### src/rtl/ttlc_pkg.sv
// ttlc_pkg: shared definitions for the TTLC one-bit instruction control unit.
// Holds the 4-bit opcode map, the sequencer state encoding, instruction field
// widths and a small helper that packs an instruction word (used by the
// assembler-style testbench to build programs).
package ttlc_pkg;

    localparam int IR_W  = 12;   // instruction word width
    localparam int IO_AW = 8;    // I/O bit-address width

    typedef enum logic [3:0] {
        OP_NOPO = 4'h0,
        OP_LD   = 4'h1,
        OP_LDC  = 4'h2,
        OP_AND  = 4'h3,
        OP_ANDC = 4'h4,
        OP_OR   = 4'h5,
        OP_ORC  = 4'h6,
        OP_XNOR = 4'h7,
        OP_STO  = 4'h8,
        OP_STOC = 4'h9,
        OP_IEN  = 4'hA,
        OP_OEN  = 4'hB,
        OP_JMP  = 4'hC,
        OP_RTN  = 4'hD,
        OP_SKZ  = 4'hE,
        OP_NOPF = 4'hF
    } opcode_e;

    typedef enum logic [1:0] {
        ST_IDLE  = 2'd0,
        ST_FETCH = 2'd1,
        ST_EXEC  = 2'd2
    } state_e;

    // Pack opcode and I/O bit address into one program word.
    function automatic logic [IR_W-1:0] mk_instr(opcode_e op, logic [IO_AW-1:0] addr);
        return {op, addr};
    endfunction

endpackage

### src/rtl/ttlc_icu_if.sv
// ttlc_icu_if: program-fetch handshake and I/O bit-map bus of the ICU.
//   prog_req/prog_addr   ICU -> program memory, request held until prog_valid
//   prog_valid/prog_data program memory -> ICU, accepts the request
//   io_addr/io_write/io_wdata  ICU -> I/O map, single-cycle bit write
//   io_rdata             I/O map -> ICU, combinational read of bit at io_addr
// master = ICU side, slave = program memory / I/O map side.
interface ttlc_icu_if #(
    parameter int PC_W = 8
);
    logic            prog_req;
    logic [PC_W-1:0] prog_addr;
    logic            prog_valid;
    logic [11:0]     prog_data;
    logic [7:0]      io_addr;
    logic            io_write;
    logic            io_wdata;
    logic            io_rdata;

    modport master (
        output prog_req, prog_addr, io_addr, io_write, io_wdata,
        input  prog_valid, prog_data, io_rdata
    );

    modport slave (
        input  prog_req, prog_addr, io_addr, io_write, io_wdata,
        output prog_valid, prog_data, io_rdata
    );
endinterface

### src/rtl/ttlc_icu_logic.sv
// ttlc_icu_logic: combinational next-value unit for the result register (RR)
// and the input/output enable registers (IEN/OEN).
//   opcode      current instruction opcode
//   d           operand (I/O bit already masked by IEN)
//   rr/ien/oen  current register values
//   rr_d/ien_d/oen_d  values to load if the instruction executes this cycle
module ttlc_icu_logic
    import ttlc_pkg::*;
(
    input  opcode_e opcode,
    input  logic    d,
    input  logic    rr,
    input  logic    ien,
    input  logic    oen,
    output logic    rr_d,
    output logic    ien_d,
    output logic    oen_d
);

    always_comb begin
        rr_d  = rr;
        ien_d = ien;
        oen_d = oen;
        case (opcode)
            OP_LD:   rr_d  = d;
            OP_LDC:  rr_d  = ~d;
            OP_AND:  rr_d  = rr & d;
            OP_ANDC: rr_d  = rr & ~d;
            OP_OR:   rr_d  = rr | d;
            OP_ORC:  rr_d  = rr | ~d;
            OP_XNOR: rr_d  = ~(rr ^ d);
            // The enables load the masked operand, so once IEN is cleared
            // only reset can re-open the input path.
            OP_IEN:  ien_d = d;
            OP_OEN:  oen_d = d;
            default: ;
        endcase
    end

endmodule

### src/rtl/ttlc_icu.sv
// ttlc_icu: MC14500-style one-bit industrial control unit.
// Sequencer IDLE -> FETCH -> EXEC; one instruction per two cycles when the
// program memory answers in the first FETCH cycle.
//   clk, rst_n  clock, asynchronous active-low reset
//   run         fetch/execute enable, sampled at instruction boundaries
//   bus         program fetch + I/O bit bus (master modport)
//   rr_value    current result register
//   flag_o/flag_f, jmp_o/rtn_o  one-cycle pulses during EXEC of the
//               respective instruction
module ttlc_icu
    import ttlc_pkg::*;
#(
    parameter int              PC_W   = 8,
    parameter logic [PC_W-1:0] RST_PC = '0
) (
    input  logic               clk,
    input  logic               rst_n,
    input  logic               run,
    ttlc_icu_if.master         bus,
    output logic               rr_value,
    output logic               flag_o,
    output logic               flag_f,
    output logic               jmp_o,
    output logic               rtn_o
);

    localparam logic [PC_W-1:0] PC_ONE = PC_W'(1);
    localparam logic [PC_W-1:0] PC_TWO = PC_W'(2);

    state_e          state_q, state_d;
    logic [PC_W-1:0] pc_q, pc_d;
    logic [IR_W-1:0] ir_q, ir_d;
    logic            rr_q, rr_d;
    logic            ien_q, ien_d;
    logic            oen_q, oen_d;
    logic [PC_W-1:0] ret_q, ret_d;
    logic            ret_vld_q, ret_vld_d;

    opcode_e         opcode;
    logic            in_exec;
    logic            operand;
    logic [PC_W-1:0] pc_inc;
    logic [PC_W-1:0] jmp_target;
    logic            alu_rr, alu_ien, alu_oen;

    assign opcode     = opcode_e'(ir_q[11:8]);
    assign in_exec    = (state_q == ST_EXEC);
    assign operand    = bus.io_rdata & ien_q;
    assign pc_inc     = pc_q + PC_ONE;
    // Zero-extends or truncates the 8-bit address field to the PC width.
    assign jmp_target = PC_W'(ir_q[7:0]);

    ttlc_icu_logic u_logic (
        .opcode (opcode),
        .d      (operand),
        .rr     (rr_q),
        .ien    (ien_q),
        .oen    (oen_q),
        .rr_d   (alu_rr),
        .ien_d  (alu_ien),
        .oen_d  (alu_oen)
    );

    always_comb begin
        state_d   = state_q;
        pc_d      = pc_q;
        ir_d      = ir_q;
        rr_d      = rr_q;
        ien_d     = ien_q;
        oen_d     = oen_q;
        ret_d     = ret_q;
        ret_vld_d = ret_vld_q;
        case (state_q)
            ST_IDLE: begin
                if (run) state_d = ST_FETCH;
            end
            ST_FETCH: begin
                // run is not looked at here: an issued fetch always completes.
                if (bus.prog_valid) begin
                    ir_d    = bus.prog_data;
                    state_d = ST_EXEC;
                end
            end
            ST_EXEC: begin
                state_d = run ? ST_FETCH : ST_IDLE;
                rr_d    = alu_rr;
                ien_d   = alu_ien;
                oen_d   = alu_oen;
                pc_d    = pc_inc;
                case (opcode)
                    OP_JMP: begin
                        pc_d      = jmp_target;
                        ret_d     = pc_inc;
                        ret_vld_d = 1'b1;
                    end
                    OP_RTN: begin
                        // Return skips the instruction after the call site.
                        if (ret_vld_q) pc_d = ret_q + PC_ONE;
                        ret_vld_d = 1'b0;
                    end
                    OP_SKZ: begin
                        if (!rr_q) pc_d = pc_q + PC_TWO;
                    end
                    default: ;
                endcase
            end
            default: state_d = ST_IDLE;
        endcase
    end

    always_ff @(posedge clk or negedge rst_n) begin
        if (!rst_n) begin
            state_q   <= ST_IDLE;
            pc_q      <= RST_PC;
            ir_q      <= '0;
            rr_q      <= 1'b0;
            ien_q     <= 1'b1;
            oen_q     <= 1'b1;
            ret_q     <= '0;
            ret_vld_q <= 1'b0;
        end else begin
            state_q   <= state_d;
            pc_q      <= pc_d;
            ir_q      <= ir_d;
            rr_q      <= rr_d;
            ien_q     <= ien_d;
            oen_q     <= oen_d;
            ret_q     <= ret_d;
            ret_vld_q <= ret_vld_d;
        end
    end

    // All strobes decode registered state, so reset forces them low at once.
    // io_addr follows IR, which only changes on entry to EXEC and so holds
    // its last value outside EXEC.
    assign bus.prog_req  = (state_q == ST_FETCH);
    assign bus.prog_addr = pc_q;
    assign bus.io_addr   = ir_q[7:0];
    assign bus.io_write  = in_exec && oen_q && (opcode == OP_STO || opcode == OP_STOC);
    assign bus.io_wdata  = (opcode == OP_STOC) ? ~rr_q : rr_q;
    assign rr_value      = rr_q;
    assign flag_o        = in_exec && (opcode == OP_NOPO);
    assign flag_f        = in_exec && (opcode == OP_NOPF);
    assign jmp_o         = in_exec && (opcode == OP_JMP);
    assign rtn_o         = in_exec && (opcode == OP_RTN);

endmodule

### src/flat_wrapper.sv
// flat-port wrapper written by rule: the top's interface ports become plain ports
module ttlc_icu_flat import ttlc_pkg::*;
#(
    parameter int              PC_W   = 8,
    parameter logic [PC_W-1:0] RST_PC = '0
)
  (clk, rst_n, run, rr_value, flag_o, flag_f, jmp_o, rtn_o, bus_prog_req, bus_prog_addr, bus_io_addr, bus_io_write, bus_io_wdata, bus_prog_valid, bus_prog_data, bus_io_rdata);
  ttlc_icu_if #(.PC_W(PC_W)) bus_i ();
  input  logic clk;
  input  logic rst_n;
  input  logic run;
  output logic rr_value;
  output logic flag_o;
  output logic flag_f;
  output logic jmp_o;
  output logic rtn_o;
  output wire logic [$bits(bus_i.prog_req)-1:0] bus_prog_req;
  output wire logic [$bits(bus_i.prog_addr)-1:0] bus_prog_addr;
  output wire logic [$bits(bus_i.io_addr)-1:0] bus_io_addr;
  output wire logic [$bits(bus_i.io_write)-1:0] bus_io_write;
  output wire logic [$bits(bus_i.io_wdata)-1:0] bus_io_wdata;
  input wire logic [$bits(bus_i.prog_valid)-1:0] bus_prog_valid;
  input wire logic [$bits(bus_i.prog_data)-1:0] bus_prog_data;
  input wire logic [$bits(bus_i.io_rdata)-1:0] bus_io_rdata;
  assign bus_prog_req = bus_i.prog_req;
  assign bus_prog_addr = bus_i.prog_addr;
  assign bus_io_addr = bus_i.io_addr;
  assign bus_io_write = bus_i.io_write;
  assign bus_io_wdata = bus_i.io_wdata;
  assign bus_i.prog_valid = bus_prog_valid;
  assign bus_i.prog_data = bus_prog_data;
  assign bus_i.io_rdata = bus_io_rdata;
  ttlc_icu #(.PC_W(PC_W), .RST_PC(RST_PC)) u_core (.clk(clk), .rst_n(rst_n), .run(run), .bus(bus_i), .rr_value(rr_value), .flag_o(flag_o), .flag_f(flag_f), .jmp_o(jmp_o), .rtn_o(rtn_o));
endmodule
### config.mk
export PLATFORM = sky130hd
export DESIGN_NAME = ttlc_icu_flat
export DESIGN_NICKNAME = d
export VERILOG_FILES = /design/src/rtl/ttlc_pkg.sv /design/src/rtl/ttlc_icu_if.sv /design/src/rtl/ttlc_icu_logic.sv /design/src/rtl/ttlc_icu.sv /design/src/flat_wrapper.sv
export SDC_FILE = /design/constraint.sdc
export NUM_CORES = 1
export LEC_CHECK = 0
export CAP_MARGIN = 20
export CORE_ASPECT_RATIO = 0.75
export CORE_UTILIZATION = 45
export CTS_BUF_LIST = sky130_fd_sc_hd__clkbuf_4 sky130_fd_sc_hd__clkbuf_8
export DETAILED_ROUTE_END_ITERATION = 7
export PLACE_DENSITY = 0.81
export SLEW_MARGIN = 20
export SYNTH_ARGS = -nofsm -noshare
export SYNTH_HDL_FRONTEND = slang
export SYNTH_SLANG_ARGS = --single-unit
### constraint.sdc
create_clock -name clk -period 2.2 [get_ports clk]
set_clock_uncertainty 0.1 [all_clocks]
set_input_delay 0.22 -clock clk [delete_from_list [all_inputs] [get_ports clk]]
set_output_delay 0.22 -clock clk [all_outputs]
set_load 0.02 [all_outputs]
### Word-level counts from Yosys, hierarchy flattened

Cells that the tools add are included.

| word-level totals | value |
|---|---|
| register bits after elaboration | 34 |
| input bits | 17 |

| cells by class | value |
|---|---|
| add/sub/neg operators | 3 |
| equal/unequal tests | 19 |
| multiplexer cells | 10 |
| bitwise gates (word level) | 9 |
| reductions and logical operators | 18 |

Operators by type and width:

| cell | number |
|---|---|
| 4-bit equality test, second input constant | 8 |
| 8-bit case mux with 3 select lines | 1 |
| 8-bit by 1-bit adder with 8-bit output, second input constant | 2 |
| 4-bit by 3-bit equality test with 1-bit output, second input constant | 4 |
| 8-bit 2-to-1 mux | 2 |
| 2-bit AND reduction | 7 |
| 8-bit by 2-bit adder with 8-bit output, second input constant | 1 |
| 4-bit by 2-bit equality test with 1-bit output, second input constant | 2 |
| 1-bit case mux with 7 select lines | 1 |
| 7-bit nonzero test | 1 |
| 1-bit logical AND | 6 |
| 2-bit case mux with 3 select lines | 1 |
| 4-bit by 1-bit equality test with 1-bit output, second input constant | 1 |
| 4-bit zero test | 1 |
| 2-bit 2-to-1 mux | 2 |
| 1-bit AND | 3 |
| 1-bit NOT | 3 |
| 2-bit by 1-bit equality test with 1-bit output, second input constant | 1 |
| 2-bit equality test, second input constant | 1 |
| 2-bit zero test | 1 |
| 1-bit 2-to-1 mux | 2 |
| 2-bit by 1-bit inequality test with 1-bit output, second input constant | 1 |
| 2-bit inequality test, second input constant | 1 |
| 1-bit bitwise OR | 2 |
| 4 further kinds | 4 |

### Depth between registers and ports, before layout

Gate-level depths: netlist of run 1.

| depth | value |
|---|---|
| word-level depth | 4 |
| mapped depth | 6 |
| gate-level depth less buffers | 6 |

### Hierarchy

From an unflattened synthesis of run 1, not the netlist that was laid out.

| unflattened totals | value |
|---|---|
| cells, all modules | 244 |
| area total of the unflattened synthesis | 2188.3 um^2 |

Modules (own cells, without submodules):

| module | times used | cells each | area an instance (um^2) |
|---|---|---|---|
| ttlc_icu | 1 | 230 | 2088.3 |
| ttlc_icu_logic | 1 | 14 | 100.1 |

### Worst setup path after synthesis of run 1

No wires, ideal clock.

| path | value |
|---|---|
| path type | reg2out |
| from | register u_core.ir_q[9] |
| to | output flag_o |
| arrival | 1.555 ns |
| required time | 1.880 ns |
| setup slack | 0.325 ns |
| cell stages (with the launch flop) | 4 |
| path buffers | 1 |
| cell sequence | dfrtp_1 -> buf_2 -> nor2_2 -> nor4b_1 |

| between the ends | value |
|---|---|
| word-level cells in the longest chain between the ends | 2 |

RTL lines:

| item | RTL line | source |
|---|---|---|
| start, declared | ttlc_icu.sv:32 | `logic [IR_W-1:0] ir_q, ir_d;` |
| start signal, assigned | ttlc_icu.sv:124 | `ir_q <= ir_d;` |
| 4-bit zero test | ttlc_icu.sv:142 | `assign flag_o = in_exec && (opcode == OP_NOPO);` |
| 1-bit logical AND | ttlc_icu.sv:142 |  |
| end, declared | flat_wrapper.sv:13 | `output logic flag_o;` |

No other way between the ends.

### Worst setup path in the final report of run 1

| path | value |
|---|---|
| from | register u_core.ir_q[8] |
| to | register u_core.pc_q[6] (netlist: u_core.bus.prog_addr[6]) |

| between the ends | value |
|---|---|
| word-level cells in the longest chain between the ends | 2 |

RTL lines:

| item | RTL line | source |
|---|---|---|
| 4-bit equality test | ttlc_icu.sv:90 | `case (opcode)` |
| 8-bit case mux with 3 select lines * | ttlc_icu.sv:90 |  |
| end signal, assigned | ttlc_icu.sv:123 | `pc_q <= pc_d;` |
| end, declared | ttlc_icu.sv:31 | `logic [PC_W-1:0] pc_q, pc_d;` |

Mark *: on every way between the ends. The rest lies on a longest branch, timed or not.
A chain may end at the register's enable or synchronous reset.

==> results.md, run 1 <==
Finish:
- The repair_antennas step left the layout with diodes totalling 0.
- The area added between synthesis and finish is 26.9%.
- The final standard cell utilization of the core is approximately three fifths.
- The fraction of final layout cells with drive strength greater than 1 is 17.4%.
- The final layout net count is between 200 and 300.

Setup path:
- The nature of the critical path endpoint is a flop.
- The type of origin of the critical path is a flop.
- Along the worst path, the maximum fanout reaches 8.
- The worst setup path is of the flop to flop kind.
- For the worst setup path, the data arrival time is 2.13 ns.
- The data required time of the critical path is 2.32 ns.

Synth:
- The Yosys step of the flow raised 0 warnings.
- The post-synthesis adder-cell area fraction is 1.79%.
- The biggest area consumer among synthesized cells is dfrtp_1.
- The share of synthesized cell area in and, or, nand and nor gates is between 10% and 20%.
- Yosys mapped a number of flops with a built-in enable equal to 0.
- The distinct cell type count of the synthesized netlist is approximately 50.
- The async set or reset register ratio after synthesis is 100%.
- In the post-synthesis netlist, the biggest area contributors are dfrtp_1, mux2_2, nand2_1.
- The share of cell area taken by muxes after synthesis is ~7.0%.
- The top cell type by area accounts for between 30% and 40% of the synthesized area.
- The post-synthesis register bit count is 34.
- The portion of the post-synthesis area used by sequential elements is about two fifths.
- In this run the cell area of the synthesized design comes to about 2100 sq um.
- The compound-cell area share of the yosys netlist is 18.3%.
- The number of nets in the synthesized netlist is approximately 250.
- The dominant combinational cell family by area after synthesis is simple AND/OR/NAND/NOR gates.
- The average instance in the mapped netlist occupies between 9 and 10 sq um.
- The leading register cell type out of synthesis is dfrtp_1.
- The xor-xnor portion of the synthesized cell area is roughly 5.9%.
- After technology mapping, the gate count stands at between 200 and 250.

Detailed routing:
- The detail route stage leaves a number of antenna-violating nets equal to 0.
- The sum of routed wire length over all layers is between 5 and 6 mm.
- The initial detailed-routing violation count is between 150 and 200.
- The via density per instance is ~5.8.
- After detailed routing, the average wire length per cell comes to 16.9 um.
- Summing over every cut layer, the via total after detailed routing is about 1900.
- The pre-antenna-repair detailed-routing pass consisted of 4 iterations.
- The number of remaining DRC errors is 0.

Global route:
- The via count of the first global-routing pass came to approximately 1800.
- The first-pass GRT wire length is between 9 and 10 mm.
- The number of antenna violations at the first check in global routing was 0.
- Global routing consumed, over all layers together, roughly 26% of the routing resources.
- The aggregate global routing overflow is 0.
- Entering global routing, the biggest net connects 35 pins.

Floorplanning:
- The total core area is 4470 sq um.
- From bottom edge to top edge, the die measures ~61 um.
- The number of top-level pins is 41.
- In this run the horizontal extent of the chip is between 80 and 90 um.
- The die covers 4930 sq um.
- For this configuration, the core starts out at a cell density of between 40% and 50%.
- The floorplan has 21 rows.

Pwr:
- The power per cell area is around 1200 nW/um^2.
- VDD sags by at most 0.642 mV.
- For this design the static power due to leakage is 1.14 nW.

Clocking:
- The clock insertion delay at the later pin of the skew report is a little under 0.3 ns.
- The clock slew seen by the registers of the worst setup and hold paths is around 0.07 ns.
- The clock passes through at most 2 buffers.
- The number of levels in the clock H-tree is 2.
- The CTS tree is yes.
- For this design, the sink count on the clock tree is 34.
- Clock tree synthesis inserted a total of 5 buffers.
- CTS placed an instance of clkbuf_8 at the clock tree root.

Timing:
- In this run the tightest slew margin relative to its limit is roughly 67%.
- Setup violations remaining at the end of the flow were counted as 0.
- The sum of negative setup slack is 0 ns.
- The number of endpoints with negative hold slack in the final report is 0.
- For the pin with the worst max-slew slack, the measured transition is slightly below 0.5 ns.
- Dividing the final minimum period by the clock period gives 91.4%.
- The final-report max-slew violation count is 0.
- The timing-limited maximum frequency is slightly below 0.5 GHz.
- The final critical delay including setup and external delays is between 2 and 2.5 ns.
- Setup repair after global routing left no endpoint under its margin.
- The final hold slack is ~0.24 ns.

Placement:
- The final weighted congestion in routability-driven placement is 0.949.
- Detailed placement ended at an HPWL of 4.11 mm.
- Buffers placed on the I/O ports in this run total 40.

Min path:
- The min-delay analysis places its worst path in the category input pin to asynchronous set/reset pin.

Outcome:
- The flow ran to the end, and the final reports show no timing, DRC or antenna violations.

Run:
- The number of violations of the max-capacitance limit is 0.
==> cells by family (layout without fill, tap and decap cells) <==
group | count (synthesis) | count (layout)
and+or+nand+nor | 82 | 82
muxes | 13 | 13
xor gates and xnor gates | 14 | 14
DFF | 34 | 34
AOI/OAI and AO/OA | 57 | 57
buffers and inverters | 25 | 67
adders and majority gates | 3 | 3
==> area by class of cell <==
| type | instances | area, sq um |
|---|---|---|
| clock inverter | 2 | 12.5 |
| fill | 408 | 1810 |
| tap | 57 | 71.3 |
| inverter | 5 | 18.8 |
| timing repair buffer | 54 | 505 |
| clock buffer | 6 | 82.6 |
| sequential | 34 | 853 |
| multi-input combinational | 169 | 1110 |
==> synthesized netlist by cell type, types with 2 or more instances <==
master / n
clkbuf_1: 7
o21ai_0: 17
a32oi_1: 2
inv_1: 5
buf_2: 4
buf_4: 8
mux2_2: 13
nor3b_1: 2
a211oi_1: 2
o31ai_1: 3
a31oi_1: 2
o22ai_1: 4
nand4b_1: 2
xor2_1: 6
a21oi_1: 14
nand2_1: 30
nand2b_1: 2
nor3_1: 2
nand3b_1: 2
dfrtp_1: 32
nor2_1: 11
nor2b_1: 4
dfstp_2: 2
ha_1: 3
nand4_1: 3
and3_1: 5
nand3_1: 10
xnor2_1: 8
==> worst paths after layout <==
path / from / to / slack, ns / depth (start not counted)
setup / recovery: u_core.ir_q[8]$_DFFE_PN0P_ / u_core.bus.prog_addr[6]$_DFFE_PN0P_ / 0.19 / 6
hold / removal: rst_n / u_core.bus.prog_addr[4]$_DFFE_PN0P_ / 0.24 / 2
setup reg to reg: u_core.ir_q[8]$_DFFE_PN0P_ / u_core.bus.prog_addr[6]$_DFFE_PN0P_ / 0.19 / 6
hold reg to reg: u_core.ien_q$_DFFE_PN1P_ / u_core.ien_q$_DFFE_PN1P_ / 0.39 / 1
max in group asynchronous: rst_n / u_core.ien_q$_DFFE_PN1P_ / 1.42 / 2
min in group clk: u_core.ien_q$_DFFE_PN1P_ / u_core.ien_q$_DFFE_PN1P_ / 0.39 / 1
==> power breakdown <==
part | internal [mW] | switching [mW] | leakage [nW]
logic | 0.678 | 0.770 | 0.675
clock network | 0.251 | 0.236 | 0.0472
registers | 0.835 | 0.307 | 0.423
==> repair_timing <==
action | 4_1_cts | 5_1_grt
resized for setup | 7 | 2
endpoints found under the setup margin | 6 | 2
hold buffers | 0 | 0
buffers inserted | 0 | 0
==> sequential cells by signal (all words and copies together), names as in the netlist <==
| signal | cells |
|---|---|
| u_core.ret_vld_q | 1 |
| u_core.ret_q | 8 |
| u_core.rr_value | 1 |
| u_core.oen_q | 1 |
| u_core.ir_q | 12 |
| u_core.ien_q | 1 |
| u_core.state_q | 2 |
| u_core.bus.prog_addr | 8 |
==> critical path, cell delays in order, from the launching register on <==
cell	delay (ns)
dfrtp_1	0.44
buf_4	0.19
nand2b_2	0.21
or3_1	0.47
o41ai_4	0.34
a221oi_2	0.06
o21ai_2	0.11
==> cells in the final DEF (no fill, tap or decap), drive strengths merged, types with 2 or more instances in the layout <==
master          n
a31oi           2
mux2           13
nor3            2
dlygate4sd2     4
nand3          10
dfstp           2
a221oi          2
xor2            6
and2            2
buf            14
nand4b          2
dlymetal6s2s    2
nand3b          2
a32oi           2
nor3b           2
ha              3
nor2b           4
clkdlybuf4s50  34
dfrtp          32
a211oi          2
clkbuf          6
nand2b          3
o31ai           3
inv             5
nand2          31
o21ai          19
a21oi          14
o22ai           4
and3            5
nand4           3
nor2           12
xnor2           8
==> layer usage <==
metal  global-route usage (%)  wire (um)
met2                     41.2       2450
met4                     7.91         51
met5                        0          0
met3                     5.93        451
met1                     35.0       2570
==> through the flow <==
step | cell area [sq um] | power, mW | worst slack [ns] | instances
2_1_floorplan | 2090 | 2.00 | 0.325 | 228
3_3_place_gp | 2550 | 2.53 | 0.200 | 319
3_5_place_dp | 2550 | 2.56 | 0.146 | 319
4_1_cts | 2650 | 3.07 | 0.00302 | 327
5_1_grt | 2660 | 3.29 | 0.0370 | 327
6_report | 2660 | 3.08 | 0.188 | 327
Power figures use the tool's default switching activity.
==> run 2, diff against run 1 <==
Settings changed: HOLD_SLACK_MARGIN set to 0.02.
==> results of run 2 <==
The final DEF is identical to that of run 1; final timing and power are the same.
